===== src/rtl/pe_pkg.sv =====
// Shared types and parameters for the PE reducer issue path (dispatcher side).
// Optional feature: PE_DISPATCH_ZERO_SKIP_EN drops entries with a zero operand.
package pe_pkg;
    localparam int LANES      = 3;
    localparam int DATA_W     = 16;
    localparam int AFIELD_W   = 7;
    localparam int FIFO_DEPTH = 8;
    localparam int CNT_W      = $clog2(LANES + 1);

    typedef logic [2:0][AFIELD_W-1:0] addr_t;
    typedef logic signed [DATA_W-1:0] data_t;

    typedef struct packed {
        addr_t addr;
        data_t w;
        data_t ia;
        logic  last;
    } entry_t;

    localparam int ENTRY_W = $bits(entry_t);

    typedef enum logic [1:0] {
        S_FILL  = 2'd0,
        S_ISSUE = 2'd1,
        S_WAIT  = 2'd2,
        S_DONE  = 2'd3
    } disp_state_e;

    // An entry contributes nothing to the reduction when either operand is zero.
    function automatic logic is_zero_op(entry_t e);
        return (e.w == {DATA_W{1'b0}}) || (e.ia == {DATA_W{1'b0}});
    endfunction
endpackage


===== src/rtl/pe_dispatcher_if.sv =====
// Operand stream in / issue group out bundle between fetch logic, dispatcher and PEReducer.
// slave: the dispatcher; master: whoever feeds entries and plays PEReducer.
interface pe_dispatcher_if;
    import pe_pkg::*;

    logic                   i_valid;
    logic                   o_ready;
    addr_t                  i_addr;
    data_t                  i_w;
    data_t                  i_ia;
    logic                   i_last;
    logic                   o_start;
    addr_t [LANES-1:0]      o_addr;
    data_t [LANES-1:0]      o_w;
    data_t [LANES-1:0]      o_ia;
    logic                   i_finish;
    logic                   o_tile_done;

    modport slave (
        input  i_valid, i_addr, i_w, i_ia, i_last, i_finish,
        output o_ready, o_start, o_addr, o_w, o_ia, o_tile_done
    );

    modport master (
        output i_valid, i_addr, i_w, i_ia, i_last, i_finish,
        input  o_ready, o_start, o_addr, o_w, o_ia, o_tile_done
    );
endinterface


===== src/rtl/pe_disp_fifo.sv =====
// Synchronous FIFO of operand entries. o_ready is registered so it reads 0
// while reset is held and rises on the first clock after release.
module pe_disp_fifo
    import pe_pkg::*;
#(
    parameter int DEPTH = FIFO_DEPTH
) (
    input  logic   i_clk,
    input  logic   i_rst,
    input  logic   i_push,
    input  entry_t i_data,
    input  logic   i_pop,
    output entry_t o_data,
    output logic   o_empty,
    output logic   o_ready
);
    localparam int PTR_W = $clog2(DEPTH);
    localparam logic [PTR_W:0] FULL_CNT = (PTR_W + 1)'(DEPTH);

    entry_t            mem_q [DEPTH];
    entry_t            mem_d [DEPTH];
    logic [PTR_W-1:0]  wr_ptr_q, wr_ptr_d;
    logic [PTR_W-1:0]  rd_ptr_q, rd_ptr_d;
    logic [PTR_W:0]    count_q, count_d;
    logic              ready_q, ready_d;
    logic              full_s, push_ok_s, pop_ok_s;

    assign full_s    = (count_q == FULL_CNT);
    assign o_empty   = (count_q == {(PTR_W + 1){1'b0}});
    assign push_ok_s = i_push && (!full_s || i_pop);
    assign pop_ok_s  = i_pop && !o_empty;
    assign o_data    = mem_q[rd_ptr_q];
    assign o_ready   = ready_q;

    // Next-state for storage, pointers, occupancy and the registered ready flag.
    always_comb begin
        mem_d    = mem_q;
        wr_ptr_d = wr_ptr_q;
        rd_ptr_d = rd_ptr_q;
        count_d  = count_q;
        if (push_ok_s) begin
            mem_d[wr_ptr_q] = i_data;
            wr_ptr_d        = wr_ptr_q + PTR_W'(1);
        end else begin
            wr_ptr_d = wr_ptr_q;
        end
        if (pop_ok_s) begin
            rd_ptr_d = rd_ptr_q + PTR_W'(1);
        end else begin
            rd_ptr_d = rd_ptr_q;
        end
        case ({push_ok_s, pop_ok_s})
            2'b10:   count_d = count_q + (PTR_W + 1)'(1);
            2'b01:   count_d = count_q - (PTR_W + 1)'(1);
            default: count_d = count_q;
        endcase
        ready_d = (count_d != FULL_CNT);
    end

    // FIFO state registers with asynchronous clear.
    always_ff @(posedge i_clk or posedge i_rst) begin
        if (i_rst) begin
            for (int i = 0; i < DEPTH; i++) begin
                mem_q[i] <= {ENTRY_W{1'b0}};
            end
            wr_ptr_q <= {PTR_W{1'b0}};
            rd_ptr_q <= {PTR_W{1'b0}};
            count_q  <= {(PTR_W + 1){1'b0}};
            ready_q  <= 1'b0;
        end else begin
            mem_q    <= mem_d;
            wr_ptr_q <= wr_ptr_d;
            rd_ptr_q <= rd_ptr_d;
            count_q  <= count_d;
            ready_q  <= ready_d;
        end
    end
endmodule


===== src/rtl/pe_dispatcher.sv =====
// Packs buffered (addr, w, ia) entries into LANES-wide groups and issues them
// to PEReducer with a start/finish handshake; i_last flushes and ends a tile.
// Optional build macro PE_DISPATCH_ZERO_SKIP_EN discards zero-operand entries.
module pe_dispatcher
    import pe_pkg::*;
(
    input  logic             i_clk,
    input  logic             i_rst,
    pe_dispatcher_if.slave   bus
);
    entry_t              push_data_s, pop_data_s;
    logic                fifo_empty_s, fifo_ready_s, pop_s, skip_s;

    disp_state_e         state_q, state_d;
    logic [CNT_W-1:0]    cnt_q, cnt_d;
    logic                tile_q, tile_d;
    logic                start_q, start_d;
    logic                done_q, done_d;
    addr_t [LANES-1:0]   lane_addr_q, lane_addr_d;
    data_t [LANES-1:0]   lane_w_q, lane_w_d;
    data_t [LANES-1:0]   lane_ia_q, lane_ia_d;
    logic                do_pad_s;
    logic [CNT_W-1:0]    pad_from_s;
    logic [CNT_W-1:0]    fill_cnt_s;

    // Pack the incoming bus fields into a FIFO entry.
    always_comb begin
        push_data_s.addr = bus.i_addr;
        push_data_s.w    = bus.i_w;
        push_data_s.ia   = bus.i_ia;
        push_data_s.last = bus.i_last;
    end

    pe_disp_fifo #(.DEPTH(FIFO_DEPTH)) u_fifo (
        .i_clk   (i_clk),
        .i_rst   (i_rst),
        .i_push  (bus.i_valid & fifo_ready_s),
        .i_data  (push_data_s),
        .i_pop   (pop_s),
        .o_data  (pop_data_s),
        .o_empty (fifo_empty_s),
        .o_ready (fifo_ready_s)
    );

    assign pop_s      = (state_q == S_FILL) && !fifo_empty_s;
    assign fill_cnt_s = cnt_q + CNT_W'(1);

`ifdef PE_DISPATCH_ZERO_SKIP_EN
    assign skip_s = is_zero_op(pop_data_s);
`else
    assign skip_s = 1'b0;
`endif

    assign bus.o_ready     = fifo_ready_s;
    assign bus.o_start     = start_q;
    assign bus.o_tile_done = done_q;
    assign bus.o_addr      = lane_addr_q;
    assign bus.o_w         = lane_w_q;
    assign bus.o_ia        = lane_ia_q;

    // Group-building FSM: fill lanes, pulse start, hold for finish, close the tile.
    always_comb begin
        state_d     = state_q;
        cnt_d       = cnt_q;
        tile_d      = tile_q;
        start_d     = 1'b0;
        done_d      = 1'b0;
        lane_addr_d = lane_addr_q;
        lane_w_d    = lane_w_q;
        lane_ia_d   = lane_ia_q;
        do_pad_s    = 1'b0;
        pad_from_s  = cnt_q;
        case (state_q)
            S_FILL: begin
                if (pop_s) begin
                    if (skip_s) begin
                        if (pop_data_s.last) begin
                            tile_d = 1'b1;
                            if (cnt_q != {CNT_W{1'b0}}) begin
                                do_pad_s   = 1'b1;
                                pad_from_s = cnt_q;
                                start_d    = 1'b1;
                                state_d    = S_ISSUE;
                            end else begin
                                done_d  = 1'b1;
                                state_d = S_DONE;
                            end
                        end else begin
                            state_d = S_FILL;
                        end
                    end else begin
                        lane_addr_d[cnt_q] = pop_data_s.addr;
                        lane_w_d[cnt_q]    = pop_data_s.w;
                        lane_ia_d[cnt_q]   = pop_data_s.ia;
                        cnt_d              = fill_cnt_s;
                        if ((fill_cnt_s == CNT_W'(LANES)) || pop_data_s.last) begin
                            tile_d     = tile_q | pop_data_s.last;
                            do_pad_s   = 1'b1;
                            pad_from_s = fill_cnt_s;
                            start_d    = 1'b1;
                            state_d    = S_ISSUE;
                        end else begin
                            state_d = S_FILL;
                        end
                    end
                end else begin
                    state_d = S_FILL;
                end
            end
            S_ISSUE: begin
                state_d = S_WAIT;
            end
            S_WAIT: begin
                if (bus.i_finish) begin
                    cnt_d = {CNT_W{1'b0}};
                    if (tile_q) begin
                        done_d  = 1'b1;
                        state_d = S_DONE;
                    end else begin
                        state_d = S_FILL;
                    end
                end else begin
                    state_d = S_WAIT;
                end
            end
            S_DONE: begin
                tile_d  = 1'b0;
                state_d = S_FILL;
            end
            default: begin
                state_d = S_FILL;
            end
        endcase

        // Unfilled lanes repeat lane 0's address with zero operands so they add nothing.
        if (do_pad_s) begin
            for (int i = 0; i < LANES; i++) begin
                if (CNT_W'(i) >= pad_from_s) begin
                    lane_addr_d[i] = lane_addr_d[0];
                    lane_w_d[i]    = {DATA_W{1'b0}};
                    lane_ia_d[i]   = {DATA_W{1'b0}};
                end else begin
                    lane_addr_d[i] = lane_addr_d[i];
                end
            end
        end else begin
            pad_from_s = pad_from_s;
        end
    end

    // FSM, lane and output registers with asynchronous clear.
    always_ff @(posedge i_clk or posedge i_rst) begin
        if (i_rst) begin
            state_q     <= S_FILL;
            cnt_q       <= {CNT_W{1'b0}};
            tile_q      <= 1'b0;
            start_q     <= 1'b0;
            done_q      <= 1'b0;
            lane_addr_q <= {(LANES * 3 * AFIELD_W){1'b0}};
            lane_w_q    <= {(LANES * DATA_W){1'b0}};
            lane_ia_q   <= {(LANES * DATA_W){1'b0}};
        end else begin
            state_q     <= state_d;
            cnt_q       <= cnt_d;
            tile_q      <= tile_d;
            start_q     <= start_d;
            done_q      <= done_d;
            lane_addr_q <= lane_addr_d;
            lane_w_q    <= lane_w_d;
            lane_ia_q   <= lane_ia_d;
        end
    end
endmodule


===== src/flat_wrapper.sv =====
// flat-port wrapper written by rule: the top's interface ports become plain ports
module pe_dispatcher_flat import pe_pkg::*;
  (i_clk, i_rst, bus_i_valid, bus_i_addr, bus_i_w, bus_i_ia, bus_i_last, bus_i_finish, bus_o_ready, bus_o_start, bus_o_addr, bus_o_w, bus_o_ia, bus_o_tile_done);
  pe_dispatcher_if bus_i ();
  input  logic i_clk;
  input  logic i_rst;
  input wire logic [$bits(bus_i.i_valid)-1:0] bus_i_valid;
  input wire logic [$bits(bus_i.i_addr)-1:0] bus_i_addr;
  input wire logic [$bits(bus_i.i_w)-1:0] bus_i_w;
  input wire logic [$bits(bus_i.i_ia)-1:0] bus_i_ia;
  input wire logic [$bits(bus_i.i_last)-1:0] bus_i_last;
  input wire logic [$bits(bus_i.i_finish)-1:0] bus_i_finish;
  output wire logic [$bits(bus_i.o_ready)-1:0] bus_o_ready;
  output wire logic [$bits(bus_i.o_start)-1:0] bus_o_start;
  output wire logic [$bits(bus_i.o_addr)-1:0] bus_o_addr;
  output wire logic [$bits(bus_i.o_w)-1:0] bus_o_w;
  output wire logic [$bits(bus_i.o_ia)-1:0] bus_o_ia;
  output wire logic [$bits(bus_i.o_tile_done)-1:0] bus_o_tile_done;
  assign bus_i.i_valid = bus_i_valid;
  assign bus_i.i_addr = bus_i_addr;
  assign bus_i.i_w = bus_i_w;
  assign bus_i.i_ia = bus_i_ia;
  assign bus_i.i_last = bus_i_last;
  assign bus_i.i_finish = bus_i_finish;
  assign bus_o_ready = bus_i.o_ready;
  assign bus_o_start = bus_i.o_start;
  assign bus_o_addr = bus_i.o_addr;
  assign bus_o_w = bus_i.o_w;
  assign bus_o_ia = bus_i.o_ia;
  assign bus_o_tile_done = bus_i.o_tile_done;
  pe_dispatcher u_core (.i_clk(i_clk), .i_rst(i_rst), .bus(bus_i));
endmodule

===== config.mk =====
export PLATFORM = sky130hd
export DESIGN_NAME = pe_dispatcher_flat
export DESIGN_NICKNAME = d
export VERILOG_FILES = /design/src/rtl/pe_pkg.sv /design/src/rtl/pe_dispatcher_if.sv /design/src/rtl/pe_disp_fifo.sv /design/src/rtl/pe_dispatcher.sv /design/src/flat_wrapper.sv
export SDC_FILE = /design/constraint.sdc
export NUM_CORES = 1
export LEC_CHECK = 0
export ABC_AREA = 1
export CORE_UTILIZATION = 50
export DETAILED_ROUTE_END_ITERATION = 10
export MAX_ROUTING_LAYER = met4
export PLACE_DENSITY = 0.76
export SLEW_MARGIN = 20
export SYNTH_ARGS = -nofsm -noshare
export SYNTH_HDL_FRONTEND = slang
export SYNTH_HIERARCHICAL = 1
export SYNTH_SLANG_ARGS = --single-unit
export TNS_END_PERCENT = 50

===== constraint.sdc =====
create_clock -name i_clk -period 15.9 [get_ports i_clk]
set_input_delay 2.385 -clock i_clk [delete_from_list [all_inputs] [get_ports i_clk]]
set_output_delay 2.385 -clock i_clk [all_outputs]
set_load 0.05 [all_outputs]

[Word level (Yosys, flattened, before mapping)]
Index checks and enable logic that the tools add are counted.
Storage, ports and cells
  register bits after elaboration: 609
  latch bits: 0
  RAM bits: 0
  bits in read-only memories: 0
  input bits: 58
  output and inout port bits: 162
  logic and storage cells: 166
  memories kept: 0
Cells by class
  add/subtract/negate cells: 5
  multiply operators: 0
  divide/modulo/power cells: 0
  $lt $le $gt $ge: 8
  eq/ne operators: 11
  shifts and indexed selects: 0
  multiplexer cells: 51
  bitwise operators: 4
  reductions and logical operators: 15
Operator list (count)
  $bwmux W432: 1
  $mux W48: 6
  $mux W63: 3
  $bmux W54 S3: 1
  $demux W54 S3: 1
  $mux W54: 3
  $mux W16: 7
  $bwmux W48: 2
  $bwmux W63: 1
  $mux W21: 3
  $demux W21 S2: 1
  $demux W16 S2: 1
  $mux W2: 7
  $mux W1: 10
  $eq A2 B2 Y1 const B: 4
  $ge A4 B4 Y1 const B: 2
  $not A3 Y4: 2
  $pmux W2 S4: 1
  $pmux W4 S2: 1
  $add A3 B1 Y3 const B: 2
  $ne A2 B2 Y1 const B: 3
  $reduce_and A3 Y1: 2
  $logic_and A1 B1 Y1: 5
  $add A4 B1 Y4 const B: 1
  other kinds (19): 24

[Logic depth before layout (Yosys ltp)]
Gate-level depths: netlist (run 1).
  word-level depth: 11
  mapped depth: 20
  depth with buffers taken out: 16

[Cells and area by module]
Netlist (run 1), hierarchy kept.
By module, submodules not included
  pe_disp_fifo: times used 1, cells an instance 3014, area an instance 22661.7 µm², sequential area each 11085.6 µm²
  pe_dispatcher: times used 1, cells an instance 1251, area an instance 8424.3 µm², sequential area each 4154.0 µm²

[Worst setup path before layout (run 1)]
Ideal clock, no wire load.
  path type: input to register
  start point: input port bus_i_valid
  end point: register u_core.u_fifo.ready_q (netlist: u_core/u_fifo/o_ready)
  library setup time: 124 ps
  data arrival time: 4159 ps
  required time: 15776 ps
  setup slack: 11617 ps
  cell stages on the path: 13
  path buffers: 2
  cells stage by stage: nand2_1 > inv_1 > buf_4 > buf_1 > nand2_1 > ha_1 > inv_1 > fa_1 > nand2_1 > o21ai_0 > nand2_1 > nor2_1 > nand3_1
Between the ends
  longest elaborated chain between the ends: 5
  elaborated cells between the ends (all ways): 6
  those cells by class: eq/ne: 3; mux: 1; bitwise: 1; reduce/logical: 1
RTL lines
  start: declaration: line flat_wrapper.sv:7  | input wire logic [$bits(bus_i.i_valid)-1:0] bus_i_valid;
  $and A1 B1 Y1 *: line pe_dispatcher.sv:37  | .i_push (bus.i_valid & fifo_ready_s),
  $logic_and A1 B1 Y1 *: line pe_disp_fifo.sv:30  | assign push_ok_s = i_push && (!full_s || i_pop);
  $eq A2 B1 Y1 or $eq A2 B2 Y1 (tied branches): line pe_disp_fifo.sv:52  | case ({push_ok_s, pop_ok_s})
  $pmux W4 S2 *: line pe_disp_fifo.sv:52
  $ne A4 B4 Y1 *: line pe_disp_fifo.sv:57  | ready_d = (count_d != FULL_CNT);
  via u_core.u_fifo.ready_d: line pe_disp_fifo.sv:25  | logic ready_q, ready_d;
  end signal: assignment: line pe_disp_fifo.sv:75  | ready_q <= ready_d;
  end: declaration: line pe_disp_fifo.sv:25
The timed path passes the listed nets; every way through them passes the cells marked *.
A chain may end at the register's enable or synchronous reset.

[Final worst setup path (run 1)]
  start point: input port bus_i_valid
  end point: register u_core/u_fifo/mem_q[398] in the netlist's numbering
Between the ends
  longest elaborated chain between the ends: 2
RTL lines
  $and A1 B1 Y1: line pe_dispatcher.sv:37
  $logic_and A1 B1 Y1: line pe_disp_fifo.sv:30
  end signal: indexed assignment: line pe_disp_fifo.sv:64  | mem_q[i] <= {ENTRY_W{1'b0}};
  end signal: assignment: line pe_disp_fifo.sv:71  | mem_q <= mem_d;
  end: declaration: line pe_disp_fifo.sv:20  | entry_t mem_q [DEPTH];
No other way between the ends.

==> results.md, run 1 <==
- Buffers inserted during clock tree synthesis total 61.
- After clock tree synthesis, the clock-pin slew on the worst setup and hold paths is 0.06 ns.
- The total count of max-transition violations in the final report came to 0.
- The final hold violation count came to 0.
- The net count reported at finish is 4284.
- The worst setup path is launched from a primary input.
- The weighted congestion at the end of routability-driven global placement is 0.882.
- The sequential cell fraction of total power is 31.8%.
- The number of global-route vias before repair is 26.7k.
- The most common cell in the synthesized netlist is nand2_1.
- The reported net switching power is 4.00 mW.
- The initial DRC count is 3144.
- In the synthesized netlist the dominant register cell turns out to be dfrtp_1.
- The global router's overall resource usage is 30.6%.
- The H-tree generated during clock tree synthesis spans 2 levels.
- The number of nets produced by synthesis is 4332.
- The switching part of the total is 48.0%.
- The setup-violating endpoint count in the final report is 0.
- The final critical delay including setup and external delays is ~5.3 ns.
- In the post-synthesis netlist, the biggest area contributors are dfrtp_1, nand2_1, nand4_1, nor2_1, o21ai_0.
- The number of distinct library cells after synthesis is 27.
- After detailed routing, the wire length on met1 is between 30 and 40 mm.
- The count of input and output buffers is 219.
- Synthesis inferred 609 register bits.
- Cell internal power was estimated by the tool at 4.32 mW.
- STA classifies the critical path endpoint as a register.
- Power spread over the standard cell area amounts to 237 nW/um^2.
- The first TritonRoute pass finished after 6 iterations.
- The area share of the largest cell type after synthesis is around half.
- For this run, the number of standard cells in the final layout without fillers is 5113.
- The share of the cycle needed by the critical path after routing is 33.4%.
- The cell with the biggest individual delay on the critical path is buf_4.
- The placed wire-length estimate is 50.9 mm.
- Of all nets on the critical path, the largest fanout is 223.
- The reported max-cap violation count is 0.
- After synthesis, flip-flops and latches occupy 49.0% of the total area.
- The remaining antenna violation count is 0.
- The core region area is between 60000 and 70000 um^2.
- During synthesis, Yosys emitted a total of 6 warnings.
- Among cell families on the critical path, the largest total delay comes from buffers and inverters.
- The cell total after placement is 4991.
- The cts-stage hold buffer count is 0.
- The clock latency on the worst-skew pair is 0.64 ns.
- In this run the horizontal extent of the chip is 251 um.
- Counting stages on the worst path, the most repeated cell is nand2_1.
- The total negative setup slack is 0 ns.
- Using the TritonRoute via totals, the vias-per-cell ratio works out to 5.62.
- The average cell area after synthesis is 7.29 um^2.
- dfrtp_1 takes more of the synthesized area than any other cell.
- The layout overhead on the synthesized area is 13.2%.
- The highest ir drop seen on vdd is 0.000199 V.
- The cell area that synthesis handed to floorplanning was around 31000 um^2.
- Of the total power, the clock network draws approximately a fifth.
- After clock tree synthesis, the repair step resized 0 gates.
- The biggest cell delay along the critical path is 0.78 ns.
- The signal arrival time at the worst endpoint is 5.87 ns.
- The floorplan step set the die height to 251 um.
- TritonCTS built the clock tree.
- The worst clock skew on the final layout is 0.0158 ns.
- The commonest cells after synthesis are nand2_1, dfrtp_1, nor2_1, nand4_1, o21ai_0.
- The detailed-route DRC error count is 0.
- The type of the worst min-delay path is reg2reg.
- The cell sitting at the root of the clock tree is a clkbuf_16.
- The number of instances in the synthesized netlist is 4265.
- For this run the aggregate overflow at the end of global routing stands at 0.
- The path depth of the worst reg2reg path is 13.
- The flow ran to the end, and the final reports show no timing, DRC or antenna violations.
- The initial antenna violation count is 10.
- The overall via count from detail_route is 28.8k.
- Derived from the worst setup path, the maximum achievable clock frequency is 0.188 GHz.
- Routed signal wires occupy layers up through met4.
- The number of sinks handled by clock tree synthesis is 609.
- After detailed routing, the average wire length per cell comes to 18.5 um.
- The count of boundary I/O pins is 220.
- The wire length on met3 is slightly above 9 mm.
- The critical path goes through clkdlybuf4s50_1 > nand2_1 > inv_8 > buf_4 > buf_12 > nand4_1 > nand2_1.
- The relative slew slack is 14.6%.
- For the pin with the worst max-slew slack, the measured transition is 1.28 ns.
- Along the worst hold path, the cell count comes to 2.
- The starting density of the core is approximately 50%.
- The full die area is 63200 um^2.
- The logic gate share of total power is 49.4%.
- The critical path crosses 7 cells after its start point.
- The total met2 wirelength after detailed routing is 43.6 mm.
- Cells fill 57.1% of the core in the end.
- At the placement stage, the worst setup path has a slack of 10.26 ns.
- Of all flip-flops after synthesis, the portion carrying an async set or reset was 100%.
- Setup repair after global routing left no endpoint under its margin.
- The routed wire length is 94.8 mm.
- The maximum number of buffers from clock root to sink is 3.
- The critical path contains buffers and inverters numbering 4 combined.
- Counting flops with a built-in enable in the synthesized netlist gives 0.
- The required time of the critical path is 16.46 ns.
- The ratio of cells with drive above 1 in the final layout is 4.36%.
- The worst setup path is of the in2reg kind.
- The post-CTS setup buffer count is 0.
- Entering global routing, the biggest net connects 238 pins.
- The first global-routing pass estimated 149 mm of wire.
- The leakage power figure is approximately 19 nW.
- The smallest setup slack after layout is 10.59 ns.
- The floorplan has a little over 90 rows.
-- registers in the layout (all words and copies together), names as in the netlist --
register and cells:
u_core/bus.o_start 1, u_core/u_fifo/count_q 4, u_core/state_q 2, u_core/tile_q 1
u_core/cnt_q 2, u_core/bus.o_addr 63, u_core/bus.o_tile_done 1, u_core/u_fifo/rd_ptr_q 3
u_core/bus.o_w 48, u_core/u_fifo/o_ready 1, u_core/u_fifo/wr_ptr_q 3, u_core/bus.o_ia 48
u_core/u_fifo/mem_q 432
-- cell type report --
cell class / count / area [um^2]
Fill cell: 5509 / 26400
Tap cell: 837 / 1050
Multi-Input combinational cell: 3135 / 13500
Antenna cell: 11 / 27.5
Timing Repair Buffer: 264 / 2560
Inverter: 146 / 576
Clock inverter: 21 / 342
Sequential cell: 609 / 15200
Clock buffer: 90 / 1840
-- worst paths after layout --
kind | start | to | slack (ns)
worst max-delay path | bus_i_valid | u_core/u_fifo/mem_q[398] | 10.59
worst min-delay path | u_core/u_fifo/mem_q[146] | u_core/u_fifo/mem_q[146] | 0.46
worst max register to register | u_core/u_fifo/rd_ptr_q[0] | u_core/bus.o_ia[13] | 11.86
worst min register to register | u_core/u_fifo/mem_q[146] | u_core/u_fifo/mem_q[146] | 0.46
max in group asynchronous | i_rst | u_core/u_fifo/mem_q[330] | 11.13
min in group asynchronous | i_rst | u_core/bus.o_w[25] | 2.48
-- metrics by stage --
step                total power, mW  hold slack (ns)  cell area, um^2
floorplan                      5.48            0.437            31100
detailed placement             6.69            0.453            33000
CTS                            8.26            0.468            35100
global placement               6.59            0.447            33000
finish                         8.32            0.464            35200
global route                   8.91            0.476            35200
-- worst reg2reg max path: cells and delay by family (launching register included) --
kind            cells  cell delay [ns]
flops               1             0.80
buf+inv             4             1.36
simple gates        8             1.51
compound gates      1             0.25
-- routing by layer --
metal,vias to the layer above,GRT usage (%)
met5,-,-
met2,1266,47.4
met1,13700,40.6
met3,179,6.33
met4,0,8.85
li1,13600,-
-- cell usage in the layout (no fill, tap or decap), types with 3 or more instances in the layout --
cell type and n:
nand2_1 1874, dfrtp_1 606, nor2_1 474, nand4_1 433, o21ai_0 298, clkdlybuf4s50_1 219
inv_1 135, clkbuf_16 63, buf_4 41, clkbuf_8 16, nor2_4 13, diode_2 11
clkbuf_1 11, nand3_1 11, clkinv_2 9, bufinv_16 9, ha_1 8, inv_2 6
nand3_2 5, nand2_2 4, inv_6 3, nand3_4 3, o21ai_1 3, xor2_1 3
-- power by group through the flow --
stage	clock network, mW	logic, mW	registers, mW
detailed placement	0	4.03	2.66
global route	1.64	4.55	2.72
finish	1.56	4.11	2.64
floorplan	0	2.51	2.97
global placement	0	3.95	2.64
CTS	1.58	4.05	2.64
-- cells by family after synthesis --
kind of cell	after synthesis	synth area share [%]
compound gates	303	4.89
xor+xnor	4	0.113
simple gates	2819	38.1
buf+inv	521	7.45
flops	609	49.0
fa+ha+maj	9	0.386
(Power assumes the default switching activity.)
==> run 2, diff against run 1 <==
Clock period 15.9 ns to 5.3 ns, I/O delays scaled along.
==> run 2 against run 1 <==
Compared with the run above: hold slack worse by 0.00080 ns; non-clock buffer count is 3 higher; critical endpoint is now u_core/bus.o_addr[27]; sequential share of layout area is 0.085 points lower.
==> results.md, run 2 (synthesized netlist as in run 1, its figures left out) <==
- The met1 usage is 41.7% (was 40.6%).
- The setup-violating endpoint count in the final report is 0 (unchanged).
- The ratio of cells with drive above 1 in the final layout is 4.45% (was 4.36%).
- The transition at the pin with the smallest max-transition slack is 1.15 ns (was 1.28 ns).
- The count of input and output buffers is 219 (unchanged).
- The first-pass GRT wire length was 152 mm (was 149 mm).
- The reported max-cap violation count is 0 (unchanged).
- The number of search-and-repair iterations in the first detailed-routing pass is 6 (unchanged).
- The cell at the root of the clock tree is clkbuf_16 (unchanged).
- The met2 track utilization from global routing is 47.5% (was 47.4%).
- The global router's overall resource usage was 31.2% (was 30.6%).
- The largest fanout of any net on the critical path was 90 (was 223).
- The total negative setup slack was 0 ns (unchanged).
- The die span in y is 251 um (unchanged).
- The count of boundary I/O pins is 220 (unchanged).
- The signal arrival time at the worst endpoint came to 3.96 ns (was 5.87 ns).
- The most frequent standard cell in the layout excluding fill and tap cells is nand2_1 (unchanged).
- The largest net degree at the start of global routing is 151 (was 238).
- The final core area utilization was 57.2% (was 57.1%).
- Most frequent cells in the layout: nand2_1, dfrtp_1, nor2_1, nand4_1, o21ai_0 (unchanged).
- The cts-stage hold buffer count came to 0 (unchanged).
- The total power density per cell area is 710 nW/um^2 (was 237 nW/um^2).
- The kind of end point of the critical path is a register (unchanged).
- The switching part of the total came to 48.3% (was 48.0%).
- The relative slew slack is 23.2% (was 14.6%).
- The number of sinks handled by clock tree synthesis came to 609 (unchanged).
- The total count of max-transition violations in the final report came to 0 (unchanged).
- The number of H-tree levels came to 3 (was 2).
- The routed wire length is 96.3 mm (was 94.8 mm).
- The leakage power figure is 18.7 nW (about the same).
- The count of standard-cell rows was 91 (unchanged).
- The weighted congestion at the end of routability-driven global placement is 0.856 (was 0.882).
- The final critical delay including setup and external delays is 3.44 ns.
- The worst clock skew on the final layout is 0.0250 ns (was 0.0158 ns).
- The die outline width came to 251 um (unchanged).
- The biggest cell delay along the critical path is 0.83 ns (was 0.78 ns).
- The net count reported at finish is 4292 (was 4284).
- The buffer and inverter count on the worst path came to 2 (was 4).
- The cell with the biggest individual delay on the critical path was buf_4 (unchanged).
- The per-cell routed wire length is 18.8 um (was 18.5 um).
- The detailed-route vias per instance is 5.67 (was 5.62).
- The initial antenna violation count is 13 (was 10).
- The number of buffers inserted during clock tree synthesis was 66 (was 61).
- The CTS tree is yes (unchanged).
- The reported net switching power is 12.1 mW (was 4.00 mW).
- Setup repair after global routing missed its margin: false (unchanged).
- The number of cells upsized or downsized after cts came to 0 (unchanged).
- The clock latency on the worst-skew pair was 0.61 ns (was 0.64 ns).
- CP Cell Sequence: inv_6 > buf_4 > o21ai_0 > o21ai_1 > nand2_1 > nand2_1 > nand2_1 > nand2_1 > nand2_1 > nand2_1 > nor2_1 > nor2_1 (was clkdlybuf4s50_1 > nand2_1 > inv_8 > buf_4 > buf_12 > nand4_1 > nand2_1).
- The post-route total power is 25.0 mW (was 8.32 mW).
- The core region area was 61600 um^2 (unchanged).
- The post-CTS setup buffer count is 0 (unchanged).
- The type of the worst min-delay path is reg2reg (unchanged).
- The initial DRC count is 3530 (was 3144).
- Status: complete, no violations (unchanged).
- The logic gate share of total power is 49.4% (about the same).
- Based on the critical path, the design can be clocked at up to approximately 0.29 GHz.
- The detailed-route DRC error count is 0 (unchanged).
- The clock transition at the register clock pins on the worst setup and hold paths after CTS is 0.06 ns (about the same).
- The layout overhead on the synthesized area is 13.4% (was 13.2%).
- The highest ir drop seen on vdd is 0.000477 V (was 0.000199 V).
- The number of global-route vias before repair is 27.0k (was 26.7k).
- The largest register by flop count is u_core/u_fifo/mem_q (unchanged).
- The cell family with the largest share of critical-path delay is buffers and inverters (unchanged).
- The global route total overflow was 0 (unchanged).
- The most numerous cell on the critical path is nand2_1 (unchanged).
- The starting density of the core came to 50.5% (unchanged).
- The kind of start point of the critical path is a register (was primary input).
- The met3 usage is 5.92% (was 6.33%).
- The overall via count from detail_route is 29.0k (was 28.8k).
- The required time of the critical path is 5.82 ns (was 16.46 ns).
- The flip-flop count of the largest register after layout is 432 (unchanged).
- The maximum number of buffers from clock root to sink came to 3 (unchanged).
- The relative contribution of the clock network to total power is 18.7% (was 18.8%).
- The layer with the highest usage is met2 (unchanged).
- The sequential cell fraction of total power is 31.9% (was 31.8%).
- The internal power contribution came to 13.0 mW (was 4.32 mW).
- The worst path uses 64.9% of the clock period.
- The remaining antenna violation count is 0 (unchanged).
- The full die area is 63200 um^2 (unchanged).
- The final hold violation count is 0 (unchanged).
- The placed wire-length estimate came to 51.9 mm (was 50.9 mm).
- The worst setup path category is reg2reg (was in2reg).
-- run 2: cell count changes in the layout (fill, tap and decap cells not counted), sizes merged --
cell	change
clkinvlp	+3
diode	+2
buf	+3
clkinv	-4
bufinv	-5
clkbuf	+5
-- run 2: cell type report --
class                   instances  area (um^2)
multi-input cells            3135        13500
flip-flops and latches        609        15200
clock buffers                  95         1980
clock inverters                15          188
diodes                         13         32.5
repair buffers                267         2640
well taps                     837         1050
inverters                     146          572
fillers                      5493        26300
-- run 2: path summary, 6_finish.rpt --
path,start,endpoint,slack (ns),depth (start not counted)
min reg2reg,u_core/u_fifo/mem_q[369],u_core/u_fifo/mem_q[369],0.46,2
min in group asynchronous,i_rst,u_core/u_fifo/mem_q[373],0.77,2
min,u_core/u_fifo/mem_q[369],u_core/u_fifo/mem_q[369],0.46,2
max,u_core/u_fifo/rd_ptr_q[0],u_core/bus.o_addr[27],1.86,12
max in group asynchronous,i_rst,u_core/u_fifo/mem_q[405],3.37,3
max reg2reg,u_core/u_fifo/rd_ptr_q[0],u_core/bus.o_addr[27],1.86,12
-- run 2: worst reg2reg max path, delay by kind of cell (launching register included) --
kind | cells | cell delay [ns]
buf+inv | 2 | 1.36
simple gates | 8 | 0.82
flops | 1 | 0.78
compound gates | 2 | 0.39
-- run 2: through the flow --
step,hold WS [ns],std cells,setup slack (ns),cell area [um^2]
6_report,0.463,5117,1.86,35200
5_1_grt,0.479,5117,1.60,35200
4_1_cts,0.467,5103,1.91,35200
3_5_place_dp,0.453,4993,1.68,33000
3_3_place_gp,0.448,4993,1.74,33000
2_1_floorplan,0.437,4265,-1.48,31100
-- run 2: power by group through the flow --
stage,sequential (mW),clock (mW),combinational (mW)
after global routing,8.22,4.91,13.6
after floorplan,8.90,0,7.54
after global placement,7.98,0,11.8
after CTS,7.96,4.74,12.1
final,7.99,4.68,12.4
after detailed placement,8.01,0,12.1
-- run 2: layer usage --
metal,wire length (um),vias to the layer above
li1,-,13600
met1,39800,13800
met2,44300,1412
met3,9660,183
met4,2510,0
met5,0,-
